**src/rtl/sdram_copy_pkg.sv**
```systemverilog
// -----------------------------------------------------------------------------
// sdram_copy_pkg
// Shared definitions for the SDRAM word-copy engine:
//   state_e   - copy FSM states (IDLE / RUN / DONE)
//   ADDR_STEP - default byte increment between consecutive words
// -----------------------------------------------------------------------------
package sdram_copy_pkg;

    typedef enum logic [1:0] {
        IDLE = 2'd0,
        RUN  = 2'd1,
        DONE = 2'd2
    } state_e;

    localparam logic [31:0] ADDR_STEP = 32'd4;

endpackage

```
**src/rtl/sdram_copy_engine_if.sv**
```systemverilog
// -----------------------------------------------------------------------------
// sdram_copy_engine_if
// Avalon-MM pipelined master bus between the copy engine and SDRAM.
//   waitrequest   - slave stall; a presented command is held while high
//   address       - byte address of the current command
//   read / write  - command strobes (at most one high at a time)
//   readdata      - read response data, qualified by readdatavalid
//   readdatavalid - one pulse per returned read word, in issue order
//   writedata     - data for the current write command
// Modports: master (copy engine side), slave (memory / bus model side).
// -----------------------------------------------------------------------------
interface sdram_copy_engine_if;

    logic        waitrequest;
    logic [31:0] address;
    logic        read;
    logic [31:0] readdata;
    logic        readdatavalid;
    logic        write;
    logic [31:0] writedata;

    modport master (
        input  waitrequest, readdata, readdatavalid,
        output address, read, write, writedata
    );

    modport slave (
        output waitrequest, readdata, readdatavalid,
        input  address, read, write, writedata
    );

endinterface

```
**src/rtl/sync_fifo.sv**
```systemverilog
// -----------------------------------------------------------------------------
// sync_fifo
// Single-clock in-order FIFO with a combinational head (dout shows the oldest
// entry whenever empty=0). Push and pop in the same cycle leave count unchanged.
//   clk, rst_n - clock, synchronous active-low reset (clears pointers/count)
//   push, din  - write din at the tail
//   pop        - drop the head entry (caller only pops when not empty)
//   dout       - head entry
//   count      - number of stored entries (0..DEPTH)
//   full/empty - count == DEPTH / count == 0
// -----------------------------------------------------------------------------
module sync_fifo #(
    parameter  int unsigned WIDTH = 32,
    parameter  int unsigned DEPTH = 4,
    localparam int unsigned PTR_W = $clog2(DEPTH),
    localparam int unsigned CNT_W = PTR_W + 1
) (
    input  logic             clk,
    input  logic             rst_n,
    input  logic             push,
    input  logic             pop,
    input  logic [WIDTH-1:0] din,
    output logic [WIDTH-1:0] dout,
    output logic [CNT_W-1:0] count,
    output logic             full,
    output logic             empty
);

    logic [WIDTH-1:0] mem_q [DEPTH];
    logic [PTR_W-1:0] wr_ptr_q;
    logic [PTR_W-1:0] rd_ptr_q;
    logic [CNT_W-1:0] count_q;

    // NOTE: the storage array is deliberately not reset; pointers and count
    // define which entries are valid, so stale contents are never observed.
    always_ff @(posedge clk) begin
        if (push) begin
            mem_q[wr_ptr_q] <= din;
        end
    end

    // Pointers wrap naturally because DEPTH is a power of two.
    always_ff @(posedge clk) begin
        if (!rst_n) begin
            wr_ptr_q <= '0;
            rd_ptr_q <= '0;
            count_q  <= '0;
        end else begin
            if (push) wr_ptr_q <= wr_ptr_q + 1'b1;
            if (pop)  rd_ptr_q <= rd_ptr_q + 1'b1;
            case ({push, pop})
                2'b10:   count_q <= count_q + 1'b1;
                2'b01:   count_q <= count_q - 1'b1;
                default: count_q <= count_q;
            endcase
        end
    end

    assign dout  = mem_q[rd_ptr_q];
    assign count = count_q;
    assign full  = (count_q == CNT_W'(DEPTH));
    assign empty = (count_q == '0);

endmodule

```
**src/rtl/sdram_copy_engine.sv**
```systemverilog
// -----------------------------------------------------------------------------
// sdram_copy_engine
// Copies num_words 32-bit words from src_addr to dest_addr over one Avalon-MM
// pipelined master port. Reads are issued ahead into a small FIFO (bounded by
// a read credit) and drained as writes in source order.
//   clk, rst_n            - clock, synchronous active-low reset
//   dest_addr, src_addr   - byte addresses, sampled when an enable is accepted
//   num_words             - word count, sampled when an enable is accepted
//   enable                - one-cycle start pulse (ignored unless IDLE)
//   copying               - high while a job is in progress
//   bus                   - Avalon-MM master port (sdram_copy_engine_if.master)
// -----------------------------------------------------------------------------
module sdram_copy_engine
    import sdram_copy_pkg::state_e;
    import sdram_copy_pkg::IDLE;
    import sdram_copy_pkg::RUN;
    import sdram_copy_pkg::DONE;
#(
    parameter int unsigned FIFO_DEPTH = 4,
    parameter logic [31:0] ADDR_STEP  = sdram_copy_pkg::ADDR_STEP
) (
    input  logic                       clk,
    input  logic                       rst_n,
    input  logic [31:0]                dest_addr,
    input  logic [31:0]                src_addr,
    input  logic [31:0]                num_words,
    input  logic                       enable,
    output logic                       copying,
    sdram_copy_engine_if.master        bus
);

    localparam int unsigned CNT_W = $clog2(FIFO_DEPTH) + 1;

    state_e      state_q;
    logic [31:0] dest_q, src_q, num_q;
    logic [31:0] rd_issued_q, wr_issued_q, rd_out_q;
    logic [31:0] addr_q, wdata_q;
    logic        read_q, write_q, copying_q;

    logic [31:0]      fifo_dout;
    logic [CNT_W-1:0] fifo_count;
    logic             fifo_full, fifo_empty, fifo_push, fifo_pop;

    logic running, cmd_accept, cmd_free, credit_ok;
    logic sel_write, sel_read, last_write;

    // NOTE: every signal gets its value on every path through this block, so
    // no latch can be inferred.
    always_comb begin
        running    = (state_q == RUN);
        cmd_accept = (read_q | write_q) & ~bus.waitrequest;
        // A new command may be chosen only when the bus slot is empty or the
        // pending command is being accepted this cycle.
        cmd_free   = ~(read_q | write_q) | cmd_accept;
        // Reads are counted outstanding from selection, so the pending read
        // already holds its FIFO slot while it waits out a stall.
        credit_ok  = (rd_out_q + 32'(fifo_count)) < 32'(FIFO_DEPTH);
        // wr_issued_q counts writes from selection, so it equals num_q while
        // the final write is on the bus.
        last_write = write_q & cmd_accept & (wr_issued_q == num_q);
        sel_write  = running & cmd_free & ~fifo_empty;
        sel_read   = running & cmd_free & fifo_empty & (rd_issued_q < num_q) & credit_ok;
        fifo_push  = running & bus.readdatavalid;
        // The head word moves into the write-data register when the write is chosen.
        fifo_pop   = sel_write;
    end

    sync_fifo #(
        .WIDTH (32),
        .DEPTH (FIFO_DEPTH)
    ) u_fifo (
        .clk   (clk),
        .rst_n (rst_n),
        .push  (fifo_push),
        .pop   (fifo_pop),
        .din   (bus.readdata),
        .dout  (fifo_dout),
        .count (fifo_count),
        .full  (fifo_full),
        .empty (fifo_empty)
    );

    // NOTE: all state below uses non-blocking assignments so every register
    // samples pre-edge values, independent of statement order.
    always_ff @(posedge clk) begin
        if (!rst_n) begin
            state_q     <= IDLE;
            dest_q      <= '0;
            src_q       <= '0;
            num_q       <= '0;
            rd_issued_q <= '0;
            wr_issued_q <= '0;
            rd_out_q    <= '0;
            addr_q      <= '0;
            wdata_q     <= '0;
            read_q      <= 1'b0;
            write_q     <= 1'b0;
            copying_q   <= 1'b0;
        end else begin
            case (state_q)
                IDLE: begin
                    read_q  <= 1'b0;
                    write_q <= 1'b0;
                    if (enable) begin
                        dest_q      <= dest_addr;
                        src_q       <= src_addr;
                        num_q       <= num_words;
                        rd_issued_q <= '0;
                        wr_issued_q <= '0;
                        rd_out_q    <= '0;
                        copying_q   <= 1'b1;
                        state_q     <= RUN;
                    end
                end
                RUN: begin
                    rd_out_q <= rd_out_q + 32'(sel_read) - 32'(fifo_push);
                    if ((num_q == '0) || last_write) begin
                        read_q    <= 1'b0;
                        write_q   <= 1'b0;
                        copying_q <= 1'b0;
                        state_q   <= DONE;
                    end else if (sel_write) begin
                        write_q     <= 1'b1;
                        read_q      <= 1'b0;
                        addr_q      <= dest_q + ADDR_STEP * wr_issued_q;
                        wdata_q     <= fifo_dout;
                        wr_issued_q <= wr_issued_q + 32'd1;
                    end else if (sel_read) begin
                        read_q      <= 1'b1;
                        write_q     <= 1'b0;
                        addr_q      <= src_q + ADDR_STEP * rd_issued_q;
                        rd_issued_q <= rd_issued_q + 32'd1;
                    end else if (cmd_accept) begin
                        read_q  <= 1'b0;
                        write_q <= 1'b0;
                    end
                end
                DONE: begin
                    read_q  <= 1'b0;
                    write_q <= 1'b0;
                    state_q <= IDLE;
                end
                default: state_q <= IDLE;
            endcase
        end
    end

    assign copying       = copying_q;
    assign bus.address   = addr_q;
    assign bus.read      = read_q;
    assign bus.write     = write_q;
    assign bus.writedata = wdata_q;

    // A push into a full FIFO without a pop would mean the read credit is wrong.
    assert property (@(posedge clk) disable iff (!rst_n)
        !(fifo_push && fifo_full && !fifo_pop));

endmodule

```
**src/flat_wrapper.sv**
```systemverilog
// flat-port wrapper written by rule: the top's interface ports become plain ports
module sdram_copy_engine_flat import sdram_copy_pkg::state_e; import sdram_copy_pkg::IDLE; import sdram_copy_pkg::RUN; import sdram_copy_pkg::DONE;
#(
    parameter int unsigned FIFO_DEPTH = 4,
    parameter logic [31:0] ADDR_STEP  = sdram_copy_pkg::ADDR_STEP
)
  (clk, rst_n, dest_addr, src_addr, num_words, enable, copying, bus_waitrequest, bus_readdata, bus_readdatavalid, bus_address, bus_read, bus_write, bus_writedata);
  sdram_copy_engine_if bus_i ();
  input  logic clk;
  input  logic rst_n;
  input  logic [31:0] dest_addr;
  input  logic [31:0] src_addr;
  input  logic [31:0] num_words;
  input  logic enable;
  output logic copying;
  input wire logic [$bits(bus_i.waitrequest)-1:0] bus_waitrequest;
  input wire logic [$bits(bus_i.readdata)-1:0] bus_readdata;
  input wire logic [$bits(bus_i.readdatavalid)-1:0] bus_readdatavalid;
  output wire logic [$bits(bus_i.address)-1:0] bus_address;
  output wire logic [$bits(bus_i.read)-1:0] bus_read;
  output wire logic [$bits(bus_i.write)-1:0] bus_write;
  output wire logic [$bits(bus_i.writedata)-1:0] bus_writedata;
  assign bus_i.waitrequest = bus_waitrequest;
  assign bus_i.readdata = bus_readdata;
  assign bus_i.readdatavalid = bus_readdatavalid;
  assign bus_address = bus_i.address;
  assign bus_read = bus_i.read;
  assign bus_write = bus_i.write;
  assign bus_writedata = bus_i.writedata;
  sdram_copy_engine #(.FIFO_DEPTH(FIFO_DEPTH), .ADDR_STEP(ADDR_STEP)) u_core (.clk(clk), .rst_n(rst_n), .dest_addr(dest_addr), .src_addr(src_addr), .num_words(num_words), .enable(enable), .copying(copying), .bus(bus_i));
endmodule
```
**config.mk**
```make
export PLATFORM = sky130hd
export DESIGN_NAME = sdram_copy_engine_flat
export DESIGN_NICKNAME = d
export VERILOG_FILES = /design/src/rtl/sdram_copy_pkg.sv /design/src/rtl/sdram_copy_engine_if.sv /design/src/rtl/sync_fifo.sv /design/src/rtl/sdram_copy_engine.sv /design/src/flat_wrapper.sv
export SDC_FILE = /design/constraint.sdc
export NUM_CORES = 1
export LEC_CHECK = 0
export CORE_MARGIN = 4
export CORE_UTILIZATION = 45
export DETAILED_ROUTE_END_ITERATION = 10
export HOLD_SLACK_MARGIN = 0.12
export PLACE_DENSITY_LB_ADDON = 0.2
export SYNTH_ARGS = -nofsm -noshare
export SYNTH_HDL_FRONTEND = slang
export SYNTH_SLANG_ARGS = --single-unit
```
**constraint.sdc**
```tcl
create_clock -name clk -period 5.15 [get_ports clk]
set_input_delay 1.2875 -clock clk [delete_from_list [all_inputs] [get_ports clk]]
set_output_delay 1.2875 -clock clk [all_outputs]
set_load 0.05 [all_outputs]
```
==> results.py <==
metrics = {
    "final_layout": {
        "finish.net_count": 2821,
        "regArea_sq_um": 9215,
        "syn_to_final_growth_pct": 21.71,
        "drive_gt1_share_pct": 8.506,
        "n_fill_cell": 4068,
        "multi_input_area_sq_um": 11310,
        "fin_util_pct": 55.50,
    },
    "sta": {
        "finalCriticalPeriod_ns": 4.917,
        "slew_violations": 0,
        "skew_ns": 0.03831,
        "setup_slack_ns": 0.2328,
        "timing.fmax_ghz": 0.2034,
        "rsz0062_at_grt": "no",
        "hold_viol_final": 0,
        "slew_headroom_pct": 44.84,
        "period_share_pct": 95.48,
        "tns_ns": 0,
        "whs_ns": 0.4540,
        "setup_viol_count_final": 0,
        "worstMarginPinSlew_ns": 0.8170,
    },
    "pwr": {
        "power_leakage_uw": 0.009957,
        "power.density_nw_per_um2": 392.2,
        "vdd_drop_max_uv": 285.9,
        "power_uw": 10130,
    },
    "setup_path": {
        "crit_path_start": "u_core.rd_out_q[9]",
        "endpoint": "u_core.rd_out_q[30]",
        "slowest_delay_ns": 0.43,
        "worst-setup-path-type": "flop to flop",
        "crit-reg2reg-capture": "u_core.rd_out_q[30]",
        "crit_arrival_ns": 5.37,
        "r2r_setup_slack_ns": 0.23,
        "reg2reg_from": "u_core.rd_out_q[9]",
        "cpMaxStageDelayCell": "or3_4",
        "crit_fanout": 7,
        "worstPathRequired_ns": 5.61,
        "crit_path_end_kind": "flop",
        "cp_top_family": "compound AO/OA/AOI/OAI gates",
        "critPathLaunchType": "flop",
        "path_buf_inv": 1,
        "crit_chain": "ha_1 > nand3_1 > or3_4 > nor4b_4 > buf_4 > nand4_1 > mux2i_1 > nand4_1 > nor4b_2 > ha_1 > fa_1 > a21o_1 > a21o_1 > a311o_1 > o21a_1 > o21ai_1 > o21ai_1 > a41oi_1 > a21oi_1 > a21oi_1 > xor2_1 > o21ai_0",
        "rr_worst_depth": 22,
        "crit_cells": 22,
    },
    "clock_tree": {
        "cts_tree": "done",
        "cts.sinks": 396,
        "cts-buffers-inserted": 45,
        "clk_path_buf_depth": 3,
        "cts_hold_buf": 0,
        "clock_latency_ns": 0.59,
        "clkTransAtPathRegs_ns": 0.06,
        "htreeDepth": 2,
        "cts_resized": 2,
        "root_buffer": "clkbuf_16",
        "cts_setup_buffers": 0,
    },
    "placement": {
        "port_buffers": 199,
        "pre_cts_ws_ns": -0.09736,
        "place.gp.congestion": 0.9096,
        "hpwl_um": 44690,
    },
    "synthesis": {
        "synth-adder-area-share_pct": 9.630,
        "async_reset_ff_share_pct": 0,
        "synth_enable_flop_cells": 128,
        "synth_cell_types": 79,
        "synth-seq-cells": 396,
        "synth_area_sq_um": 21230,
        "yosys_warnings": 0,
        "netlist_instances": 2301,
        "synth_nets": 2595,
        "seq_area_frac_synth_pct": 43.38,
        "synth_top_family_by_area": "simple AND/OR/NAND/NOR gates",
        "syn_avg_cell_area_sq_um": 9.226,
        "synth-xor-area-share_pct": 6.931,
        "synthFlopType": "dfxtp_1",
        "synth_compound_area_share_pct": 15.71,
        "synthMuxAreaShare_pct": 3.642,
        "yosys.area_share.simple_pct": 17.09,
    },
    "worst_hold_path": {
        "hold_path.class": "flop to flop",
    },
    "grt": {
        "grt_overflow": 0,
        "grt_pass1_vias": 17270,
        "grt_max_degree": 69,
        "antenna_found_initial": 3,
        "grt_pass1_wl_um": 95880,
        "grt.total_usage_pct": 23.79,
    },
    "run": {
        "max-cap-violations": 0,
    },
    "floorplanning": {
        "initial_utilization_pct": 45.60,
        "fp.dieW_um": 225.2,
        "core_sq_um": 46560,
        "num_rows": 79,
        "die_h_um": 225.2,
        "pin_count": 200,
        "dieArea_sq_um": 50720,
    },
    "route": {
        "vias": 17810,
        "met1_length_um": 27590,
        "viasPerCell": 5.614,
        "routed_wl_um": 61490,
        "ant_nets": 0,
        "drc_errors": 0,
        "drt_iter0_markers": 1416,
        "wl_per_cell_um": 19.38,
        "route.met3.wl_um": 4204,
        "top_layer": "met4",
        "wl_met2_um": 28020,
        "firstDrtPassIters": 5,
    },
    "status": {
        "outcome": "completed",
    },
}
stage by stage:
stage | cells | instance area, sq um
finish | 3173 | 25840
global route | 3173 | 25840
CTS | 3170 | 25810
detailed placement | 3087 | 24220
global placement | 3087 | 24220
floorplan | 2301 | 21230
cell usage after synthesis (51+ instances only):
cell type,number,share of area [%]
inv_1,100,1.8
a21oi_1,236,5.6
edfxtp_1,128,18
xnor2_1,99,4.1
clkbuf_1,71,1.3
a21o_1,51,1.8
xor2_1,69,2.8
nor2_1,185,3.3
ha_1,157,9.3
dfxtp_1,268,25
nand2_1,377,6.7
o21ai_0,71,1.7
per-layer routing:
layer	up-vias	track usage, %
met5	-	0
met4	0	7.170
met3	97	4.012
met2	540	37.98
met1	8543	33.45
li1	8632	-
sequential cells by signal, summed over array words and instances (netlist names), 2 cells and up:
signal                  flops
u_core.num_q               32
u_core.u_fifo.count         3
u_core.src_q               32
u_core.rd_issued_q         32
u_core.wr_issued_q         32
u_core.rd_out_q            32
u_core.bus.address         32
u_core.state_q              2
u_core.dest_q              32
u_core.u_fifo.wr_ptr_q      2
u_core.u_fifo.rd_ptr_q      2
u_core.bus.writedata       32
u_core.u_fifo.mem_q       128
cells in the final DEF (no fill, tap or decap), drive strengths merged, types with 6 or more instances in the layout:
master           n
nand2          378
dfxtp          268
a21oi          236
clkdlybuf4s50  199
nor2           185
ha             157
edfxtp         128
inv            106
xnor2           99
o21ai           82
buf             74
xor2            69
clkbuf          62
a21o            51
nand3           40
nor3            35
mux4            32
nand4           31
a211oi          28
a22oi           24
and3            22
or3             22
nand2b          19
nor4            18
a31oi           13
o21a            12
and2            11
a311oi           9
o211ai           9
o21bai           9
clkinv           9
nor2b            8
or2              8
or4              6
o31ai            6
tightest hold or removal path: stages, from the launching register on:
cell and delay, ns:
dfxtp_1 0.31, nand2_1 0.05, a21oi_1 0.05
cell families (layout without fill, tap and decap cells):
| group | after synthesis | after routing |
|---|---|---|
| and+or+nand+nor | 803 | 803 |
| adders and majority gates | 161 | 161 |
| DFF | 396 | 396 |
| other | 0 | 3 |
| muxes | 37 | 37 |
| AOI/OAI and AO/OA | 539 | 539 |
| xor gates and xnor gates | 168 | 168 |
| buffers and inverters | 197 | 459 |
cell type report:
type / count / share of cell area [%]
inverter: 103 / 1.516
clock buffer: 62 / 4.954
tap: 607 / 2.939
antenna: 3 / 0.02905
timing repair buffer: 273 / 9.956
multi-input combinational: 1708 / 43.79
sequential: 396 / 35.66
clock inverter: 21 / 1.157
report_power, final:
| part | leakage, uW | internal [uW] | switching (uW) |
|---|---|---|---|
| sequential | 0.00334 | 3400 | 199 |
| clock | 0.000764 | 2010 | 1360 |
| combinational | 0.00585 | 1450 | 1720 |
| total | 0.00996 | 6860 | 3280 |
how the worst min path moves through the flow:
| stage | to | cells past startpoint | slack (ns) | start |
|---|---|---|---|---|
| floorplan | u_core.dest_q[0] | 2 | 0.44 | u_core.dest_q[0] |
| global placement | u_core.bus.writedata[13] | 2 | 0.44 | u_core.bus.writedata[13] |
| detailed placement | u_core.bus.writedata[12] | 2 | 0.45 | u_core.bus.writedata[12] |
| CTS | u_core.bus.writedata[20] | 2 | 0.46 | u_core.bus.writedata[20] |
| global route | u_core.dest_q[27] | 2 | 0.48 | u_core.dest_q[27] |
| finish | u_core.bus.writedata[13] | 2 | 0.45 | u_core.bus.writedata[13] |
Power figures use the tool's default switching activity.
==> edit: new RTL, config.mk and constraints unchanged <==
`FIFO_DEPTH` is set to 4 in 2 places; all go to 2.
--- a/src/rtl/sdram_copy_engine.sv
+++ b/src/rtl/sdram_copy_engine.sv
@@ -17,5 +17,5 @@
     import sdram_copy_pkg::DONE;
 #(
-    parameter int unsigned FIFO_DEPTH = 4,
+    parameter int unsigned FIFO_DEPTH = 2,
     parameter logic [31:0] ADDR_STEP  = sdram_copy_pkg::ADDR_STEP
 ) (
--- a/src/flat_wrapper.sv
+++ b/src/flat_wrapper.sv
@@ -2,5 +2,5 @@
 module sdram_copy_engine_flat import sdram_copy_pkg::state_e; import sdram_copy_pkg::IDLE; import sdram_copy_pkg::RUN; import sdram_copy_pkg::DONE;
 #(
-    parameter int unsigned FIFO_DEPTH = 4,
+    parameter int unsigned FIFO_DEPTH = 2,
     parameter logic [31:0] ADDR_STEP  = sdram_copy_pkg::ADDR_STEP
 )
Function: no difference found for any inputs over 4 cycles, from zero or initial values and one cycle with rst_n low; that may be too few to reach the edited logic, so the function may still have changed.
==> edit against the original RTL <==
  * Utilization up 1.1 points
  * Synthesized area is 11% lower
  * Power is 15% lower
  * Highest routed layer is now met5
  * Die area shrank 10%
  * First-iteration DRC count decreased by 5.2%
  * Sequential cell count is 67 lower
  * Non-clock buffer count rose by 20
  * Critical path type is now input port to register
  * Routed wire length shrank 7.4%
  * Worst setup slack better by 16 ps
  * Design area fell by 9.7%
==> edit: results (changes against the original RTL) <==
CP Data Arrival Time 5320 ps (-50 ps); worst vdd ir 0.0003787 V (+32%); Clock Latency Late Sink 560 ps (-30 ps); TritonCTS buffer count 38 (-16%); switching part of the total 33.54% (+1.2 points); Post-Synth Adder-Cell Area 10.53% (+0.90 points); Routed WL 56,910 µm (-7.4%); GP Congestion 0.9520 (+4.7%); wl on met1 24,120 µm (-13%); FF-to-FF Start u_core.rd_out_q[0]; global-route wire length before repair 87,200 µm (-9.1%); sw power 2888 µW (-12%); crit share post-route 95.16% (-0.31 points); Post-synth EDFFs 64 (-50%); Critical Path Fanout Max 4 (-3); actual slew at the worst max-slew pin 1115 ps (+297.6 ps); Critical Path Start bus_waitrequest; total track usage 24.15% (+0.36 points); post-CTS sizing 1 (-1); sequential power 2950 µW (-18%); metal2 WL 26,540 µm (-5.3%); Crit path largest cell delay 570 ps (+140 ps); status completed; mux cell area share after synthesis 1.797% (-1.8 points); hold endpoint u_core.dest_q[19]; DP HPWL 42,790 µm (-4.3%); vias in the first global route 16,435 (-4.8%); post-synth cell types 77 (-2.5%); Comb pwr share 33.6% (+2.4 points); DP Area 21,980 µm² (-9.3%); Leak 0.008986 µW (-9.7%); DR WL met3 3902 µm (-7.2%); hold path start u_core.dest_q[19]; Syn Area/Cell 8.550 µm² (-7.3%); Inst Count DP 2,948 (-4.5%); most frequent cells after synthesis 329 x nand2_1, 265 x dfxtp_1, 216 x nor2_1; number of flip-flops in the largest register 64 (-50%); sequential share of the synthesized area 38.16% (-5.2 points); layout cells sized above 1 8.488% (-0.018 points); ant diodes 0 (-3)
## edit: cell count changes after synthesis, sizes merged, moves of 32 or more
cell and change:
xnor2 +33, mux4 -32, a211oi +38, nand2 -49
edfxtp -64, a21oi -40
## edit: layer usage
| metal | vias up | track usage (%) |
|---|---|---|
| met2 | 576 | 40.42 |
| li1 | 8345 | - |
| met3 | 116 | 4.026 |
| met1 | 8107 | 31.21 |
| met5 | - | 0 |
| met4 | 2 | 9.777 |
## edit: cell type report
type / count / area (µm²)
Clock buffer: 49 / 1062
Clock inverter: 21 / 211.5
Fill cell: 3682 / 17870
Inverter: 102 / 387.9
Multi-Input combinational cell: 1692 / 11070
Sequential cell: 329 / 7233
Tap cell: 532 / 665.6
Timing Repair Buffer: 293 / 2710
## edit: logic make-up (layout without fill, tap and decap cells)
group | after synthesis | after routing
buffers and inverters | 194 | 465
and+or+nand+nor | 800 | 800
AOI/OAI and AO/OA | 524 | 524
muxes | 34 | 34
DFF | 329 | 329
adders and majority gates | 157 | 157
xor gates and xnor gates | 177 | 177
